**config.mk**
```make
export PLATFORM = sky130hd
export DESIGN_NAME = mem_bus_resp_fifo
export DESIGN_NICKNAME = d
export VERILOG_FILES = /design/src/rtl/mem_bus_resp_fifo.sv
export SDC_FILE = /design/constraint.sdc
export NUM_CORES = 1
export LEC_CHECK = 0
export CAP_MARGIN = 20
export CORE_ASPECT_RATIO = 1.2
export CORE_MARGIN = 2
export CORE_UTILIZATION = 47
export CTS_BUF_LIST = sky130_fd_sc_hd__clkbuf_4 sky130_fd_sc_hd__clkbuf_8
export DETAILED_ROUTE_END_ITERATION = 6
export HOLD_SLACK_MARGIN = 0.12
export PLACE_DENSITY = 0.7
export SLEW_MARGIN = 40
export SYNTH_ARGS = -nofsm -noshare
export SYNTH_HDL_FRONTEND = slang
export SYNTH_SLANG_ARGS = --single-unit
```
**constraint.sdc**
```tcl
create_clock -name clk -period 3.1 [get_ports clk]
set_input_delay 0.62 -clock clk [delete_from_list [all_inputs] [get_ports clk]]
set_output_delay 0.62 -clock clk [all_outputs]
set_load 0.005 [all_outputs]
```
**src/rtl/mem_bus_resp_fifo.sv**
```systemverilog
// Synchronous response FIFO for the memory bus responder; head is visible combinationally
// from the read pointer.
module mem_bus_resp_fifo #(
    parameter int unsigned P_DEPTH = 4,
    parameter int unsigned P_WIDTH = 64
) (
    input  logic               clk,
    input  logic               rst,
    input  logic               push,
    input  logic [P_WIDTH-1:0] push_data,
    input  logic               pop,
    output logic [P_WIDTH-1:0] head,
    output logic               full,
    output logic               empty
);

    localparam int unsigned PTR_W = (P_DEPTH > 1) ? $clog2(P_DEPTH) : 1;
    localparam int unsigned CNT_W = $clog2(P_DEPTH + 1);
    localparam logic [PTR_W-1:0] LAST = PTR_W'(P_DEPTH - 1);

    logic [P_WIDTH-1:0] mem [P_DEPTH];
    logic [PTR_W-1:0]   wr_ptr;
    logic [PTR_W-1:0]   rd_ptr;
    logic [CNT_W-1:0]   count;
    logic               do_push;
    logic               do_pop;

    assign full    = (count == CNT_W'(P_DEPTH));
    assign empty   = (count == '0);
    assign do_push = push && !full;
    assign do_pop  = pop && !empty;
    assign head    = mem[rd_ptr];

    always_ff @(posedge clk) begin
        if (do_push) begin
            mem[wr_ptr] <= push_data;
        end
    end

    always_ff @(posedge clk or posedge rst) begin
        if (rst) begin
            wr_ptr <= '0;
            rd_ptr <= '0;
            count  <= '0;
        end else begin
            if (do_push) begin
                wr_ptr <= (wr_ptr == LAST) ? '0 : wr_ptr + 1'b1;
            end
            if (do_pop) begin
                rd_ptr <= (rd_ptr == LAST) ? '0 : rd_ptr + 1'b1;
            end
            if (do_push && !do_pop) begin
                count <= count + 1'b1;
            end else if (!do_push && do_pop) begin
                count <= count - 1'b1;
            end
        end
    end

endmodule

```
==> impl_metrics.ini <==
[outcome]
run_status = complete, no violations

[sta]
timing.final.setup_violations = 0
grt_setup_unrepaired = false
worst_slew_pin_slew_ps = 409.8
maxClockFrequency_ghz = 0.3458
fin_skew_ps = 20.58
setup-tns-final_ps = 0
maxSlewHeadroom = 0.7252
finalHoldViolations = 0
timing.final.crit_period_ps = 2892
timing.final.max_slew_violations = 0
timing.final.crit_share = 0.9328

[place]
placed_cells = 770
dp_hpwl_um = 10680
place.port_buffers = 133
globalplace.congestion = 0.7201

[final_layout]
finish.cell_count_without_fillers = 843
final_layout_size_suffix_gt1_frac = 0.2751
layout.nets = 625
area.growth.synth_to_final_pct = 26.85
antenna_cells_inserted = 0
final_common_cell = edfxtp_1
final_cell_mix = edfxtp_1, clkdlybuf4s50_1, mux4_2, clkbuf_8, clkbuf_4

[clock_tree]
clock_insertion_delay_worst_skew_ps = 520
cts.hold.buffers_added = 0
cts_max_path_buffers = 3
post_cts_resized = 0
cts_root_buffer = clkbuf_8
sink_count_of_the_clock_tree = 263
tritoncts = built
h_tree_levels = 2
cts_inserted_buffers = 40
path_clk_slew_ps = 60

[worst_setup_path]
worstPathRequired_ps = 2480
timing.reg2reg.setup_slack_ps = 900
critPathMaxFanout = 19
startpoint_type = flip-flop
timing.reg2reg.worst_path_depth = 7
critPathCaptureType = primary output
worst-endpoint-arrival_ps = 2270
regToRegEndpoint = count[2]
critical_path_class = reg2out
critical_path.reg2reg.startpoint = count[0]

[detailed_routing]
total_number_of_vias = 4400
detail_route.wirelength_um = 17560
drt-wirelength-per-cell_um = 20.84
detail_route.vias_per_cell = 5.219
number_of_drc_violations_after_detailed_routing_iteration_0 = 198
route.detailed.drc = 0
drt.antenna.violating_nets = 0
detail_route.first_pass.iterations = 4

[floorplanning]
die_w_um = 135.0
floorplan.core_area_sq_um = 20250
start_util = 0.4781
placement_rows = 57
design.portCount = 134
die_height_um = 161.2
design.die.area_sq_um = 21770

[logic_synthesis]
post_synth_instance_area_sq_um = 9684
ys_seq_elements = 263
synthDistinctLibCells = 21
syn-instance-count = 372
yosysWarnings = 0
synth.top_cell.area_share = 0.7938
yosys.area.top_type = edfxtp_1
syn-mean-instance-area_sq_um = 26.03
postSynthNetCount = 447
post_synth_main_area_contributors = edfxtp_1, mux4_2, dfrtp_1
synth.yosys.seq_area_share = 0.8119

[hold_path]
worst_hold_path_type = in2async

[global_route]
grt_max_degree = 46
antenna_violations_before_repair = 0
grt.overflow.total = 0
grt_pass1_vias = 4852
global_route.usage.total = 0.1678
grt_first_pass_wirelength_um = 27230

[power]
leakage_nw = 4.025
vdd_drop_max_v = 0.0004492
power.density_nw_per_um2 = 919.1

[job]
timing.max_cap.violations = 0
-- synthesized netlist by cell type --
master / instances
a21o_1: 1
nor3_1: 2
nor2_1: 2
nor3b_2: 1
xor2_1: 2
mux2_2: 2
dfrtp_1: 7
ha_1: 6
buf_2: 7
fa_1: 1
nor2b_1: 1
mux4_2: 64
xnor2_1: 1
buf_6: 5
buf_4: 2
o31ai_2: 1
inv_1: 4
clkbuf_1: 1
mux2_4: 2
and2_1: 4
edfxtp_1: 256
-- state kept, by name (all words and copies together), names as in the netlist --
| signal | flops |
|---|---|
| rd_ptr | 2 |
| count | 3 |
| wr_ptr | 2 |
| mem | 256 |
-- cells by family (layout without fill, tap and decap cells) --
kind of cell             after synthesis  in the layout  share of synthesized area
buffers and inverters                 19            225                    0.01292
multiplexers                          68             68                     0.1543
adder cells (fa/ha/maj)                7              7                   0.009819
flip-flops                           263            263                     0.8119
XOR/XNOR                               3              3                   0.002714
AND/OR/NAND/NOR                       10             10                   0.006331
AO/OA/AOI/OAI                          2              2                   0.002067
-- repair_timing --
item	in CTS	in global routing
endpoints found under the setup margin	1	0
buffers inserted	3	0
hold endpoints to repair	0	0
-- through the flow --
step / hold WS (ps) / setup WS, ps / util / area, sq um / power [W]
after floorplan: 423.4 / 250.3 / - / 9684 / 0.006841
after global placement: 510.6 / 572.0 / 0.5679 / 11500 / 0.008677
after detailed placement: 547.1 / 490.3 / 0.5679 / 11500 / 0.008754
after CTS: 329.5 / 156.2 / 0.6065 / 12280 / 0.01148
after global routing: 358.6 / 89.75 / 0.6065 / 12280 / 0.01187
final: 351.2 / 208.2 / 0.6065 / 12280 / 0.01129
-- worst max path at each step --
stage / start / end / slack, ps
6_report: rd_ptr[0] / head[25] / 210
5_1_grt: rd_ptr[0] / head[46] / 90
4_1_cts: rd_ptr[0] / head[46] / 160
3_5_place_dp: push / count[2] / 490
3_3_place_gp: rd_ptr[0] / head[46] / 570
2_1_floorplan: push / mem[0][0] / 250
-- critical path: stages (launching register included) --
cell and delay (ps):
dfrtp_4 500, buf_12 220, mux4_2 560, clkdlybuf4s50_1 470
-- report_power, final --
| group | internal (W) | switching [W] | total, W | leakage, nW |
|---|---|---|---|---|
| Combinational | 0.00219 | 0.00153 | 0.00372 | 1.19 |
| Sequential | 0.00470 | 0.000208 | 0.00491 | 2.43 |
| Clock | 0.00147 | 0.00120 | 0.00266 | 0.407 |
-- area by class of cell --
cell class                      instances  area (sq um)
Timing Repair Buffer                  151          1604
Tap cell                              265         331.6
Clock inverter                          9         45.04
Multi-Input combinational cell         90          1707
Sequential cell                       263          7868
Fill cell                            1435          7970
Clock buffer                           61         714.4
Inverter                                4         15.01
-- routing by layer --
metal  GRT usage  wire length [um]  vias up
met3     0.03861               854       17
met1      0.2081              6917     2315
met4     0.04972               246        0
met2      0.2956              9546      118
li1            -                 -     1950
met5           0                 0        -
No activity file was read; power rests on OpenSTA's default activity.
==> RTL edit 1, RTL diff (same flow settings) <==
Set the parameter `P_WIDTH` to 96 (it was 64).
--- a/src/rtl/mem_bus_resp_fifo.sv
+++ b/src/rtl/mem_bus_resp_fifo.sv
@@ -2,7 +2,7 @@
 // from the read pointer.
 module mem_bus_resp_fifo #(
     parameter int unsigned P_DEPTH = 4,
-    parameter int unsigned P_WIDTH = 64
+    parameter int unsigned P_WIDTH = 96
 ) (
     input  logic               clk,
     input  logic               rst,
Interface: changed (resized head and push_data); port bits go from 134 to 198. The function was not compared with the original's and may differ.
==> RTL edit 1 against the unedited design <==
Power increased by 53%. Sequential cell count grew 128. Wire length rose by 59%. Critical endpoint is now head[81]. Design area grew 50%. Sequential power up 48%. Largest cell class unchanged. Area after synthesis rose by 48%. Fmax decreased by 3.9%. Worst setup slack worse by 120 ps.
==> RTL edit 1: results (changes against the unedited design) <==
| Metric | Value |
|---|---|
| Status | completed |
| Ys Warns | 0 (unchanged) |
| Worst-path clk slew | roughly 70 ps |
| Largest net degree at the start of global routing | 33 (-28%) |
| Setup crit end | head[81] |
| Routed WL per cell | 22.54 um (+8.2%) |
| Total CTS buffers | 56 (+40%) |
| Syn_nets | 647 (+45%) |
| Critical Path Fanout Max | 14 (-5) |
| 1st-pass router iterations | 4 (unchanged) |
| Max-slew headroom at the worst pin | 0.4782 (-0.2470) |
| Lkg Pwr | 6.038 nW (+50%) |
| Asr flop ratio synth | 0.01790 (-0.008713) |
| Reg2reg end | count[2] |
| Fin nets | 914 (+46%) |
| Post-synth EDFFs | 384 (+50%) |
| Reg2Reg Depth | 7 (unchanged) |
| Count of cell types in the netlist | 22 (+4.8%) |
| Initial antenna violation count | 2 (+2) |
| Crit. Startpoint | rd_ptr[0] |
| # Post-CTS Setup Buffers | 5 (+2) |
| FF-to-FF Start | count[0] |
| Post-synth top cells | 384 x edfxtp_1, 96 x mux4_2, 8 x buf_2 |
| DRT antenna net count | 0 (unchanged) |
| GR Util met3 | 0.04036 (+0.001750) |
| Root buf cell | clkbuf_8 |
| Vias in the first global route | 7326 (+51%) |
| Starting DRT DRC Count | 466 (+140%) |
| Clock Latency Late Sink | 570 ps (+50 ps) |
| WP data arrival | 2390 ps (+120 ps) |
| IO Port Bufs | 197 (+48%) |
| Routability Congestion | 0.7171 (-0.42%) |
| Peak supply drop | 0.5072 mV (+13%) |
| Min-delay worst type | input pin to asynchronous set/reset pin |
| Grt met2 use | 0.3249 (+0.02932) |
| # H-tree levels | 2 (unchanged) |
| Post-cts resize count | 3 (+3) |
| GRT Util Overall | 0.1791 (+0.01137) |
| Count leader, synth | edfxtp_1 |
| Met1 track demand over resource | 0.2091 (+0.0009858) |
| Share of layout cells above drive strength 1 | 0.2642 (-0.01094) |
| First-pass GRT wire length | 42560 um (+56%) |
| Largest registers | mem: 384 flops, count: 3 flops |
| Overflow after GRT | 0 (unchanged) |
| Top cells by area, synth | edfxtp_1 81%, mux4_2 15%, dfrtp_1 1.2%, ha_1 0.53%, buf_4 0.32% |
| Synth Flop Type | edfxtp_1 |
| Bufs on Longest Clock Path | 3 (unchanged) |
| Reg-to-reg slack, setup | 680 ps (-220 ps) |
| Final HPWL DP | 17580 um (+65%) |
| Clock Skews | 18.70 ps (-1.874 ps) |
| DR vias/cell | 5.302 (+1.6%) |
| Endpoint class of the critical path | primary output |
| Placed inst area | 0.01702 mm2 (+48%) |
| Sequential area share after synthesis | 0.8193 (+0.007450) |
-- RTL edit 1: cell count changes in the layout (fill, tap and decap cells not counted), sizes merged, moves of 2 or more --
cell,change
clkbuf,+10
dlymetal6s2s,+4
edfxtp,+128
buf,+14
clkinv,+16
bufinv,+6
clkdlybuf4s50,+59
mux4,+32
diode,+2
-- RTL edit 1: metal layers --
layer,vias to the layer above,share of wire
met5,-,0
met4,0,0.022
met3,44,0.054
met2,197,0.55
met1,3446,0.38
li1,2888,-
-- RTL edit 1: logic make-up after synthesis --
family | after synthesis | share of synthesized area
simple gates | 10 | 0.004291
xor+xnor | 3 | 0.001839
compound gates | 2 | 0.001051
flops | 391 | 0.8193
buf+inv | 27 | 0.01235
fa+ha+maj | 7 | 0.006655
mux | 100 | 0.1545
-- RTL edit 1: through the flow --
step                      cells  setup slack, ps  hold WS (ps)  power [mW]
after CTS                  1234            2.047         249.7       17.41
after detailed placement   1129            285.0         536.2       13.01
after global placement     1129            376.2         498.9       12.87
after global routing       1239           -4.376         278.2       18.07
after floorplan             540            578.4         423.4       10.04
final                      1240            91.05         285.7       17.25
-- RTL edit 1: area by class of cell --
class	count	area [um2]
antenna	2	5.005
clock inverter	30	281.5
sequential	391	11710
tap	390	488.0
multi-input combinational	122	2415
inverter	4	15.01
fill	2006	11380
timing repair buffer	232	2608
clock buffer	69	874.6
-- RTL edit 1: critical path, cell delays in order (launching register included) --
cell	delay, ps
dfrtp_4	460
buf_12	160
buf_16	170
mux4_2	530
clkdlybuf4s50_1	480
-- RTL edit 1: power by group --
part | leakage [nW] | total (mW) | internal [mW] | switching (mW)
clock | 0.600 | 4.16 | 2.35 | 1.81
combinational | 1.84 | 5.80 | 3.44 | 2.35
sequential | 3.60 | 7.29 | 6.97 | 0.319
total | 6.04 | 17.3 | 12.8 | 4.48
==> RTL edit 2, RTL diff (same flow settings) <==
Without the edit above. Make the reset (`rst`) synchronous in one clocked block.
--- a/src/rtl/mem_bus_resp_fifo.sv
+++ b/src/rtl/mem_bus_resp_fifo.sv
@@ -37,7 +37,7 @@
         end
     end
 
-    always_ff @(posedge clk or posedge rst) begin
+    always_ff @(posedge clk) begin
         if (rst) begin
             wr_ptr <= '0;
             rd_ptr <= '0;
Formal check against the unedited RTL: differs if rst is asserted again (counterexample within 4 cycles, from zero or initial values and one cycle with rst high); with rst held inactive, the same outputs for 4 cycles.
==> RTL edit 2 against the unedited design <==
Sequential cell count up 2. Critical path depth unchanged. Design area increased by 0.35%. Register-to-register slack got worse by 240 ps. Critical endpoint is now head[8]. Wire length rose by 1.4%. Worst setup slack got worse by 70 ps. Final cell count increased by 1.8%. Power shrank 17%. Area after synthesis is 0.50% higher. Fmax fell by 2.4%. Non-clock buffer count is 2 higher.
==> RTL edit 2: results (changes against the unedited design) <==
| Metric | Value |
|---|---|
| Fin nets | 638 (+2.1%) |
| Starting DRT DRC Count | 224 (+13%) |
| Share of synthesized area spent on multiplexers | 0.1501 (-0.004116) |
| Routability Congestion | 0.7026 (-2.4%) |
| Synth Area in Compound Gates | 0.005142 (+0.003075) |
| GRT Util Overall | 0.1693 (+0.001501) |
| Lkg Pwr | 3.973 nW (-1.3%) |
| DR vias/cell | 5.265 (+0.86%) |
| Peak supply drop | 0.4916 mV (+9.4%) |
| Clock Skews | 17.07 ps (-3.505 ps) |
| Syn_nets | 459 (+2.7%) |
| GR Util met3 | 0.04018 (+0.001569) |
| Synth Area in XOR/XNOR | 0.001800 (-0.0009135) |
| Post-synth top cells | 256 x edfxtp_1, 64 x mux4_2, 9 x dfxtp_1 |
| Routed Wire Length | 17810 um (+1.4%) |
| Max Used Layer | met5 |
| Status | completed |
| Fillers | 1436 (+0.070%) |
| Min-delay worst type | register to register |
| First-pass GRT wire length | 27610 um (+1.4%) |
| Grt met2 use | 0.3006 (+0.005076) |
| Count of cell types in the netlist | 26 (+24%) |
| Met2 WL | 9359 um (-2.0%) |
| Max-slew headroom at the worst pin | 0.7145 (-0.01062) |
| Top cells by area, synth | edfxtp_1 79%, mux4_2 15%, dfxtp_1 1.9%, buf_6 0.81%, ha_1 0.77% |
| Share of layout cells above drive strength 1 | 0.2669 (-0.008195) |
| Sequential area share after synthesis | 0.8083 (-0.003556) |
==> RTL edit 2: changes by cell type in the layout (fill, tap and decap cells not counted), moves of 4 or more <==
cell and delta:
clkbuf_8 +5, buf_4 +5, dfxtp_1 +7, dfrtp_1 -5, clkbuf_4 -9, and2_4 -4
and3_4 +4
==> RTL edit 2: power breakdown <==
group / leakage (nW) / internal (mW) / switching (mW) / total (mW)
Combinational: 1.13 / 1.37 / 0.866 / 2.23
Sequential: 2.42 / 4.33 / 0.139 / 4.47
Clock: 0.418 / 1.49 / 1.23 / 2.72
==> RTL edit 2: final timing paths <==
kind,startpoint,to,slack (ps),depth (start not counted)
setup / recovery,register,head[8],140,3
hold / removal,rd_ptr[0],register,530,2
setup reg to reg,count[0],count[2],660,9
hold reg to reg,rd_ptr[0],register,530,2
==> RTL edit 2: worst max-delay path: stages, from the launching register on <==
cell	delay, ps
dfxtp_4	620
buf_4	350
mux4_2	370
clkdlybuf4s50_1	470
==> RTL edit 2: final cells by class <==
| class | count | area [um2] | share of cell area |
|---|---|---|---|
| Sequential cell | 265 | 7875 | 0.6389 |
| Multi-Input combinational cell | 98 | 1733 | 0.1406 |
| Clock inverter | 14 | 63.81 | 0.005177 |
| Inverter | 5 | 23.77 | 0.001929 |
| Clock buffer | 57 | 715.7 | 0.05806 |
| Timing Repair Buffer | 153 | 1582 | 0.1283 |
| Tap cell | 265 | 331.6 | 0.02690 |
| Antenna cell | 1 | 2.502 | 0.0002030 |
==> RTL edit 2: through the flow <==
stage,area (um2),setup WS (ps),std cells,hold slack [ps]
2_1_floorplan,9733,917.5,384,463.4
3_5_place_dp,11520,325.0,783,504.6
4_1_cts,12320,60.39,857,522.8
6_report,12330,138.3,858,530.1
5_1_grt,12330,26.05,858,551.6
3_3_place_gp,11520,391.1,783,485.1
